### src/rtl/sum_accum_nbit_pkg.sv
// Shared constants for the block-sum stage: FSM encoding, accumulator sizing, block counter width.
package sum_accum_nbit_pkg;

  typedef enum logic [1:0] {
    ST_IDLE  = 2'd0,
    ST_ACCUM = 2'd1,
    ST_HOLD  = 2'd2
  } state_t;

  localparam int BLOCKS_W = 8;

  // Width that holds COUNT maximal (N+1)-bit sums without overflow.
  function automatic int acc_width(input int n, input int count);
    return n + 1 + $clog2(count);
  endfunction

endpackage

### src/rtl/sum_accum_nbit.sv
// Accumulates COUNT consecutive adder sums into one total, handed off over valid/ready.
// Optional averaged output enabled by defining SUM_ACCUM_AVG_EN.
module sum_accum_nbit
  import sum_accum_nbit_pkg::*;
#(
  parameter int N     = 10,
  parameter int COUNT = 4,
  parameter int ACC_W = acc_width(N, COUNT)
) (
  input  logic                clk,
  input  logic                reset,
  input  logic                in_valid,
  output logic                in_ready,
  input  logic [N:0]          in_sum,
  output logic                out_valid,
  input  logic                out_ready,
  output logic [ACC_W-1:0]    out_acc,
  output logic [BLOCKS_W-1:0] out_blocks
`ifdef SUM_ACCUM_AVG_EN
  ,
  output logic [N:0]          out_avg
`endif
);

  localparam int CNT_W = $clog2(COUNT);
  localparam logic [CNT_W-1:0] CNT_LAST = CNT_W'(COUNT - 1);

  if (COUNT < 2) begin : g_count_chk
    $error("sum_accum_nbit: COUNT must be 2 or more");
  end

`ifdef SUM_ACCUM_AVG_EN
  if ((COUNT & (COUNT - 1)) != 0) begin : g_pow2_chk
    $error("sum_accum_nbit: COUNT must be a power of two when averaging");
  end

  function automatic logic [N:0] avg_of(input logic [ACC_W-1:0] total);
    return (N+1)'(total >> CNT_W);
  endfunction
`endif

  state_t           state_p0;
  logic [ACC_W-1:0] acc_p0;
  logic [CNT_W-1:0] cnt_p0;
  logic             accept;
  logic [ACC_W-1:0] acc_nxt;

  assign accept  = in_valid && in_ready;
  assign acc_nxt = acc_p0 + ACC_W'(in_sum);

  // Stage p0 -> output: FSM, accumulator and registered handshake outputs
  always_ff @(posedge clk) begin
    if (reset) begin
      state_p0   <= ST_IDLE;
      acc_p0     <= '0;
      cnt_p0     <= '0;
      in_ready   <= 1'b1;
      out_valid  <= 1'b0;
      out_acc    <= '0;
      out_blocks <= '0;
`ifdef SUM_ACCUM_AVG_EN
      out_avg    <= '0;
`endif
    end else begin
      case (state_p0)
        ST_IDLE, ST_ACCUM: begin
          if (accept) begin
            if (state_p0 == ST_ACCUM && cnt_p0 == CNT_LAST) begin
              out_acc   <= acc_nxt;
`ifdef SUM_ACCUM_AVG_EN
              out_avg   <= avg_of(acc_nxt);
`endif
              acc_p0    <= '0;
              cnt_p0    <= '0;
              in_ready  <= 1'b0;
              out_valid <= 1'b1;
              state_p0  <= ST_HOLD;
            end else begin
              acc_p0   <= acc_nxt;
              cnt_p0   <= cnt_p0 + 1'b1;
              state_p0 <= ST_ACCUM;
            end
          end
        end
        ST_HOLD: begin
          if (out_ready) begin
            out_valid  <= 1'b0;
            in_ready   <= 1'b1;
            out_blocks <= out_blocks + 1'b1;
            state_p0   <= ST_IDLE;
          end
        end
        default: begin
          acc_p0    <= '0;
          cnt_p0    <= '0;
          in_ready  <= 1'b1;
          out_valid <= 1'b0;
          state_p0  <= ST_IDLE;
        end
      endcase
    end
  end

endmodule

### config.mk
export PLATFORM = sky130hd
export DESIGN_NAME = sum_accum_nbit
export DESIGN_NICKNAME = d
export VERILOG_FILES = /design/src/rtl/sum_accum_nbit_pkg.sv /design/src/rtl/sum_accum_nbit.sv
export SDC_FILE = /design/constraint.sdc
export NUM_CORES = 1
export LEC_CHECK = 0
export CAP_MARGIN = 20
export CORE_UTILIZATION = 45
export CTS_BUF_LIST = sky130_fd_sc_hd__clkbuf_4
export CTS_CLUSTER_DIAMETER = 100
export CTS_CLUSTER_SIZE = 14
export DETAILED_ROUTE_END_ITERATION = 10
export PLACE_DENSITY = 0.67
export SLEW_MARGIN = 20
export SYNTH_ARGS = -nofsm -noshare
export SYNTH_HDL_FRONTEND = slang
export SYNTH_SLANG_ARGS = --single-unit
### constraint.sdc
create_clock -name clk -period 3.5 [get_ports clk]
set_clock_uncertainty 0.15 [all_clocks]
set_input_delay 1.05 -clock clk [delete_from_list [all_inputs] [get_ports clk]]
set_output_delay 1.05 -clock clk [all_outputs]
set_load 0.01 [all_outputs]
==> impl_metrics.json <==
{
  "dpl_worst_slack_ps": -116,
  "ys.flop_type": "dfxtp_1",
  "start_util": 0.480,
  "relSlewSlack": 0.580,
  "netlist-cell-type-count": 46,
  "seqPwrFrac": 0.460,
  "swShare": 0.301,
  "post_cts_buffers": 0,
  "r2r_setup_slack_ps": 1040,
  "finalMaxSlewViolations": 0,
  "r2r-end": "out_acc[12]",
  "critPathCapture": "out_acc[12]",
  "max_freq_ghz": 0.308,
  "p_sw_uw": 323,
  "combPwrFrac": 0.237,
  "yosysWarnings": 0,
  "cts_tree": "built",
  "cp-start-kind": "input pin",
  "ys_seq_area_frac": 0.376,
  "period_needed_ps": 3250,
  "hold_path.class": "flop to flop",
  "fin_ws_ps": 251,
  "grt_start_max_net_pins": 23,
  "p_leak_uw": 0.00107,
  "clock_latency_ps": 360,
  "first_iter_violations": 94,
  "crit_fanout": 3,
  "tightest_slew_ps": 630,
  "dp_hpwl_mm": 3.47,
  "reg2reg_depth": 9,
  "clk_pin_slew_ps": 140,
  "io_buffer_count": 37,
  "holdCritStartpoint": "out_acc[0]",
  "dr.pass1.iters": 6,
  "fp.dieH_um": 70.8,
  "reg2reg_from": "acc_p0[0]",
  "tns_ps": 0,
  "numCtsBuffers": 5,
  "num_vias": 1875,
  "wirelength_mm": 4.72,
  "synth_edf_count": 0,
  "syn_to_final_growth_pct": 25.8,
  "max-cap-violations": 0,
  "finalHoldViolations": 0,
  "layout-drive-gt1-share": 0.0683,
  "ys_ff_latch": 40,
  "routabilityCongestion": 0.819,
  "post-route-drc-count": 0,
  "syn_inst": 249,
  "die_w_um": 70.8,
  "status": "complete, no violations",
  "design.die.area_mm2": 0.00502,
  "cp-startpoint": "in_sum[0]",
  "ir_worst_vdd_uv": 217,
  "ios": 38,
  "rsz0062_at_grt": "false",
  "grt_pass1_wl_mm": 7.97,
  "async_flop_share": 0,
  "grt_usage": 0.200,
  "avgSynthCellArea_um2": 8.56,
  "grt_pass1_vias": 1732,
  "clock-root-buffer": "clkbuf_4",
  "rows": 24,
  "cts_buffer_depth": 2,
  "power_frac_clock": 0.303,
  "avgRoutedWirePerCell_um": 13.7,
  "viasPerCell": 5.43,
  "cellPowerDensity_mw_per_mm2": 401,
  "synthesis.nets": 278,
  "nets": 321,
  "endpoint_kind": "flop",
  "syn_area_mm2": 0.00213,
  "critical-path-max-stage-delay_ps": 460,
  "setup_viol_count_final": 0,
  "clock-sinks": 40,
  "grt-ovfl-total": 0,
  "ctsResizeCount": 0,
  "antennaDiodeCount": 0,
  "cts_max_level": 2,
  "worstPathArrival_ps": 3400,
  "worstSetupPathType": "input pin to flop",
  "worstPathCellList": "clkdlybuf4s50_1 -> ha_1 -> inv_1 -> fa_1 -> nor2b_1 -> o211ai_1 -> a21oi_1 -> a41oi_1 -> or4_1 -> nand3_1",
  "antenna_left": 0,
  "holdBufCountCts": 0,
  "internal_power_uw": 751,
  "antenna_found_initial": 0,
  "coreArea_mm2": 0.00444,
  "finalCritPeriodShare": 0.928,
  "critPathSlowestCell": "clkdlybuf4s50_1",
  "required_ps": 3650
}
logic make-up (layout without fill, tap and decap cells):
group,after synthesis,in the layout,share of synthesized area
compound gates,72,72,0.228
xor+xnor,14,14,0.0575
fa+ha+maj,14,14,0.0857
buf+inv,15,59,0.0282
flops,40,40,0.376
mux,3,3,0.0141
simple gates,91,91,0.211
stage by stage:
step	total power [µW]	std cells	instance area (µm²)	hold WS (ps)	utilization
3_5_place_dp	756	337	2600	296	0.584
3_3_place_gp	754	337	2600	293	0.584
4_1_cts	1080	345	2680	314	0.603
2_1_floorplan	686	249	2130	279	-
6_report	1070	345	2680	311	0.603
5_1_grt	1140	345	2680	329	0.603
sequential cells by signal (all words and copies together) (netlist names):
register,cells
state_p0,2
acc_p0,13
cnt_p0,2
out_valid,1
out_acc,13
out_blocks,8
in_ready,1
worst max-delay path: cells and delay by family:
kind                       cells  cell delay (ps)
adders and majority gates      2              580
AOI/OAI and AO/OA              3              560
and+or+nand+nor                3              690
buffers and inverters          2              520
layout make-up:
type | count | area, µm²
clock buffer | 5 | 37.5
clock inverter | 3 | 46.3
fill | 442 | 1760
inverter | 4 | 15.0
multi-input combinational | 194 | 1270
sequential | 40 | 801
tap | 52 | 65.1
timing repair buffer | 47 | 445
routing by layer:
layer	part of all wire	global-route usage	up-vias	wire length, µm
li1	-	-	990	-
met1	0.52	0.278	853	2450
met2	0.44	0.317	28	2080
met3	0.030	0.0427	4	143
met4	0.0097	0.0533	0	46
met5	0	0	-	0
how the worst min path moves through the flow:
stage | endpoint | cells after the start | slack, ps
floorplan | acc_p0[6] | 2 | 280
global placement | out_acc[0] | 2 | 290
detailed placement | out_acc[0] | 2 | 300
CTS | out_acc[0] | 2 | 310
global route | out_acc[0] | 2 | 330
finish | out_acc[0] | 2 | 310
cells in the mapped netlist, types with 2 or more instances:
cell type | instances | share of area
nand4_1 | 2 | 0.0059
a211o_1 | 2 | 0.0082
a21o_1 | 6 | 0.021
nand3_1 | 7 | 0.016
o211ai_1 | 2 | 0.0070
xor2_1 | 8 | 0.033
nor2_1 | 30 | 0.053
mux2i_1 | 3 | 0.014
a22oi_1 | 2 | 0.0070
nand3b_1 | 4 | 0.014
nor3_1 | 7 | 0.016
a211oi_1 | 5 | 0.018
ha_1 | 13 | 0.076
buf_2 | 3 | 0.0070
a21oi_1 | 29 | 0.068
o21ai_0 | 5 | 0.012
and2_1 | 3 | 0.0088
nand2b_1 | 4 | 0.012
o31ai_1 | 3 | 0.011
a22o_1 | 4 | 0.016
and3_1 | 4 | 0.012
dfxtp_1 | 40 | 0.38
nor2b_1 | 5 | 0.015
o21a_1 | 3 | 0.011
nand4b_1 | 2 | 0.0082
inv_1 | 4 | 0.0070
xnor2_1 | 6 | 0.025
nand2_1 | 18 | 0.032
clkbuf_1 | 7 | 0.012
or4_1 | 2 | 0.0070
power by group through the flow:
stage               registers (µW)  clock network (µW)  logic, µW
floorplan                      499                   0        187
global placement               503                   0        251
detailed placement             504                   0        253
CTS                            494                 334        255
global route                   498                 360        283
finish                         494                 325        255
layout by cell type, fill, tap and decap left out, drive strengths merged, types with 4 or more instances in the layout:
cell	instances
clkdlybuf4s50	37
and3	4
dfxtp	40
nand3	7
buf	10
nand3b	4
xnor2	6
nor3	7
nand2b	4
o21ai	6
nor2	30
ha	13
nor2b	5
nand2	18
inv	5
clkbuf	5
a21o	6
xor2	8
a22o	4
a21oi	29
a211oi	5
Note: power is estimated with default switching activity, not from simulation.
==> edit 1 (same flow settings) <==
Set the parameter `COUNT` to 16 (it was 4).
--- a/src/rtl/sum_accum_nbit.sv
+++ b/src/rtl/sum_accum_nbit.sv
@@ -4,7 +4,7 @@
   import sum_accum_nbit_pkg::*;
 #(
   parameter int N     = 10,
-  parameter int COUNT = 4,
+  parameter int COUNT = 16,
   parameter int ACC_W = acc_width(N, COUNT)
 ) (
   input  logic                clk,
Ports: changed (resized out_acc); port bits go from 38 to 40. The function was not compared with the original's and may differ.
==> edit 1 against the original RTL <==
Synthesized area is 14% higher. Critical endpoint unchanged. Final area is 9.6% higher. Power is 5.0% higher. Largest power group unchanged. Setup slack better by 26 ps. Combinational power is 11% higher. Sequential cell count is 6 higher. Via count is 12% higher. Wire length is 9.1% higher.
==> edit 1: results (changes against the original RTL) <==
Status
  • Status: finished clean

Global route
  • Largest net degree at the start of global routing: 24 (+4.3%)
  • Routing usage on met3: 0.03968 (-0.003053)
  • Routing usage on met1: 0.2690 (-0.009212)
  • Vias in the first global route: 1865 (+7.7%)
  • Global-route wire length before repair: 8473 um (+6.3%)
  • M2 GR Usage: 0.3145 (-0.002824)
  • Overall Global Routing Usage: 0.1963 (-0.004169)

Route
  • Via count: 2106 (+12%)
  • Drt initial violations: 117 (+24%)
  • Pre-antenna DRT Iters: 4 (-2)
  • DR WL/cell: 13.15 um (-3.9%)

Synth
  • Cells after Synth: 284 (+14%)
  • Synth Net Count: 313 (+13%)
  • Synth cell count leaders: 46 x dfxtp_1, 28 x a21oi_1, 28 x nand2_1, 26 x nor2_1, 13 x ha_1
  • Post-synthesis cell type count: 54 (+17%)
  • Sequential share of the synthesized area: 0.3800 (+0.004382)
  • Synth Register Bits: 46 (+15%)
  • Synth area leaders: dfxtp_1 38%, ha_1 6.7%, a21oi_1 5.8%

Pwr
  • P_leak: 1.137 nW (+6.0%)
  • VDD IR max: 0.0002274 V (+4.6%)

Cells and area
  • Buffering overhead: 0.1635 (-0.002648)
  • Sequential Area: 920.9 um^2 (+15%)
  • Seq/total area: 0.3133 (+0.01468)
  • Clock network area share: 0.02129 (-0.009979)
  • Layout cells sized above 1: 0.07764 (+0.009380)
  • Multi-input gate area: 1376 um^2 (+8.3%)
  • Top flop regs: acc_p0 (15), out_acc (15), out_blocks (8)
  • Non-clk invs: 3 (-1)
  • Final Non-Filler Cells: 392 (+14%)
  • Final net count: 350 (+9.0%)
  • Multi-input comb cells: 214 (+10%)
  • FILL cells: 519 (+17%)

Critical path
  • CP Data Arrival Time: 3340 ps (-60 ps)
  • Critical Path Fanout Max: 4 (+1)
  • FF-to-FF setup slack: 1040 ps (about the same)

Clock network
  • CTS Buffer Depth: 2 (unchanged)
  • Root buf cell: clkbuf_4

Placed design
  • IO Port Bufs: 39 (+5.4%)
  • Final GP Congestion: 0.8220 (+0.34%)
  • Placed cell area: 2877 um^2 (+11%)
  • Placed Instances: 384 (+14%)
  • HPWL Detailed: 3764 um (+8.5%)
  • Dpl ws: -138.9 ps (-23.34 ps)

Floorplan
  • Die ar.: 5683 um^2 (+13%)

Timing
  • Final period utilization: 0.9209 (-0.007540)
  • Hold slack: 318.6 ps (+7.145 ps)
  • Rel. slew slack: 0.7296 (+0.1499)

Worst hold path
  • Hold Path Stages: 2 (unchanged)
[edit 1: where the power goes]
group	switching, W	leakage (nW)	total (W)	internal [W]
sequential	0.0000276	0.373	0.000577	0.000550
clock	0.000186	0.0318	0.000269	0.0000822
combinational	0.000145	0.732	0.000282	0.000136
total	0.000359	1.14	0.00113	0.000768
[edit 1: per-layer routing]
metal,routed length (um),vias up
met4,64,0
met3,224,5
met1,2601,970
met5,0,-
li1,-,1089
met2,2264,42
[edit 1: cell families (layout without fill, tap and decap cells)]
family,count (synthesis),after routing,share of synthesized area
xor gates and xnor gates,17,17,0.06143
adders and majority gates,14,14,0.07538
and+or+nand+nor,107,107,0.2272
AOI/OAI and AO/OA,74,74,0.1957
DFF,46,46,0.3800
buffers and inverters,24,62,0.05214
muxes,2,2,0.008261
[edit 1: critical path: stages]
cell	delay, ps
clkdlybuf4s50_1	400
ha_1	220
fa_1	410
a21oi_1	210
o21ai_1	110
a31o_2	270
a31oi_1	200
buf_4	160
nor4b_1	220
nor4_1	80
==> edit 2 (same settings) <==
Without the edit above. Re-encode `state_t` (3 states) as one-hot, 3 bits wide.
--- a/src/rtl/sum_accum_nbit_pkg.sv
+++ b/src/rtl/sum_accum_nbit_pkg.sv
@@ -1,10 +1,10 @@
 // Shared constants for the block-sum stage: FSM encoding, accumulator sizing, block counter width.
 package sum_accum_nbit_pkg;
 
-  typedef enum logic [1:0] {
-    ST_IDLE  = 2'd0,
-    ST_ACCUM = 2'd1,
-    ST_HOLD  = 2'd2
+  typedef enum logic [2:0] {
+    ST_IDLE  = 3'b001,
+    ST_ACCUM = 3'b010,
+    ST_HOLD  = 3'b100
   } state_t;
 
   localparam int BLOCKS_W = 8;
Function: same outputs for any inputs over 4 cycles, from zero or initial values and one cycle with reset high; so few cycles prove little.
==> edit 2 against the original RTL <==
Hold slack gained 1.7 ps. Setup slack better by 93 ps. Non-clock buffer count is 1 lower. Sequential cell count increased by 1. Power barely moved. Sequential power grew 2%. Clock power fell by 4%. Final area rose by 8.3%. Synthesized area grew 11%. Wire length is 14% higher. Critical path type unchanged. Largest power group unchanged.
==> edit 2: results (changes against the original RTL) <==
Status
  • Status: finished clean

Route
  • Pre-antenna DRT Iters: 4 (-2)
  • Vias per cell: 5.556 (+2.2%)
  • Drt initial violations: 111 (+18%)
  • Post-Route WL: 5377 um (+14%)

Worst hold path
  • Hold Path Stages: 2 (unchanged)
  • HP Class: reg -> reg

Cells and area
  • Final Non-Filler Cells: 383 (+11%)
  • Final net count: 341 (+6.2%)
  • Antenna diode count: 0 (unchanged)
  • Layout cells sized above 1: 0.09585 (+0.02759)
  • Top flop regs: acc_p0 (13), out_acc (13), out_blocks (8)

Placed design
  • Final GP Congestion: 0.8598 (+5.0%)
  • HPWL Detailed: 3983 um (+15%)
  • Placed cell area: 2824 um^2 (+8.7%)
  • IO Port Bufs: 37 (unchanged)

Synth
  • Synth area leaders: dfxtp_1 35%, ha_1 6.9%, nor2_1 4.6%
  • Sequential share of the synthesized area: 0.3475 (-0.02813)
  • Post-synthesis cell type count: 66 (+43%)
  • Cells after Synth: 272 (+9.2%)
  • Fraction of registers with async set/reset: 0 (unchanged)
  • Synth cell count leaders: 41 x dfxtp_1, 29 x nor2_1, 23 x nand2_1, 19 x a21oi_1, 13 x ha_1
  • Synth Warn #: 0 (unchanged)
  • Synth Net Count: 301 (+8.3%)
  • Top FF cell, synth: dfxtp_1

Clock network
  • H-tree levels: 2 (unchanged)
  • CTS clock-pin slew for the worst setup and hold paths: 130 ps
  • Post-CTS Setup Bufs: 0 (unchanged)
  • CTS Buffer Depth: 2 (unchanged)
  • Total CTS buffers: 5 (unchanged)
  • Post_cts resized: 0 (unchanged)
  • Clk_lat worst skew: 350 ps
  • Root buf cell: clkbuf_4

Pwr
  • P_leak: 1.068 nW (-0.49%)
  • VDD IR max: 0.0001950 V (-10%)

Global route
  • Overall Global Routing Usage: 0.2113 (+0.01085)
  • Initial antenna violation count: 0 (unchanged)
  • Largest net degree at the start of global routing: 19 (-17%)
  • Global-route wire length before repair: 8845 um (+11%)
  • Vias in the first global route: 1941 (+12%)

Critical path
  • CP Data Arrival Time: 3280 ps (-120 ps)
  • CP max stage delay: 460 ps (about the same)
  • Worst r2r path cells: 8 (-1)
  • Slowest-stage cell, CP: clkdlybuf4s50_1
  • Critical path's top delay family: simple AND/OR/NAND/NOR gates
  • Critical Path Fanout Max: 4 (+1)

Timing
  • Worst-Margin Slew: 610.2 ps (-20.27 ps)
## edit 2: cell types whose count changed in the layout (fill, tap and decap cells not counted), sizes merged, moves of 4 or more
cell    before  now
a21oi       29   20
a22o         4    0
nand2       18   23
nand3        7   11
o211ai       2    9
or3          1    7
## edit 2: kinds of logic after synthesis
logic type | count (synthesis) | synth area share
xor gates and xnor gates | 11 | 0.04078
DFF | 41 | 0.3475
buffers and inverters | 18 | 0.03496
muxes | 1 | 0.004237
AOI/OAI and AO/OA | 71 | 0.2251
adders and majority gates | 14 | 0.07733
and+or+nand+nor | 116 | 0.2701
## edit 2: where the power goes
part           total [W]  leakage (nW)  switching, W  internal (W)
clock network   0.000313        0.0389      0.000165      0.000148
logic           0.000257         0.696      0.000147      0.000109
registers       0.000503         0.332     0.0000174      0.000486
## edit 2: metrics by stage
stage / hold slack [ps] / utilization / setup TNS [ps] / worst slack, ps
after floorplan: 279.2 / - / 0 / 569.6
after global placement: 291.4 / 0.5565 / 0 / 19.29
after detailed placement: 297.3 / 0.5565 / -20.95 / -20.95
after CTS: 315.5 / 0.5720 / 0 / 357.2
after global routing: 348.7 / 0.5720 / 0 / 263.4
final: 313.1 / 0.5720 / 0 / 343.6
## edit 2: cell type report
type | instances | area (um^2)
fillers | 520 | 2172
well taps | 70 | 87.58
clock inverters | 3 | 41.29
flip-flops and latches | 41 | 820.8
clock buffers | 5 | 37.54
inverters | 5 | 18.77
repair buffers | 46 | 437.9
multi-input cells | 213 | 1459
## edit 2: per-layer routing
layer / GRT usage / part of all wire / up-vias
li1: - / - / 1083
met4: 0.05660 / 0.012 / 0
met2: 0.3323 / 0.45 / 38
met1: 0.2897 / 0.51 / 1001
met3: 0.05014 / 0.036 / 6
met5: 0 / 0 / -
## edit 2: tightest hold or removal path: cells and delay by family, from the launching register on
family | cells | cell delay, ps
compound gates | 1 | 50
simple gates | 1 | 50
flops | 1 | 330
## edit 2: path summary, 6_finish.rpt
kind,slack [ps],from,end
min,310,out_acc[3],out_acc[3]
min reg2reg,310,out_acc[3],out_acc[3]
max reg2reg,1150,acc_p0[0],out_acc[10]
max,340,in_sum[0],out_acc[10]
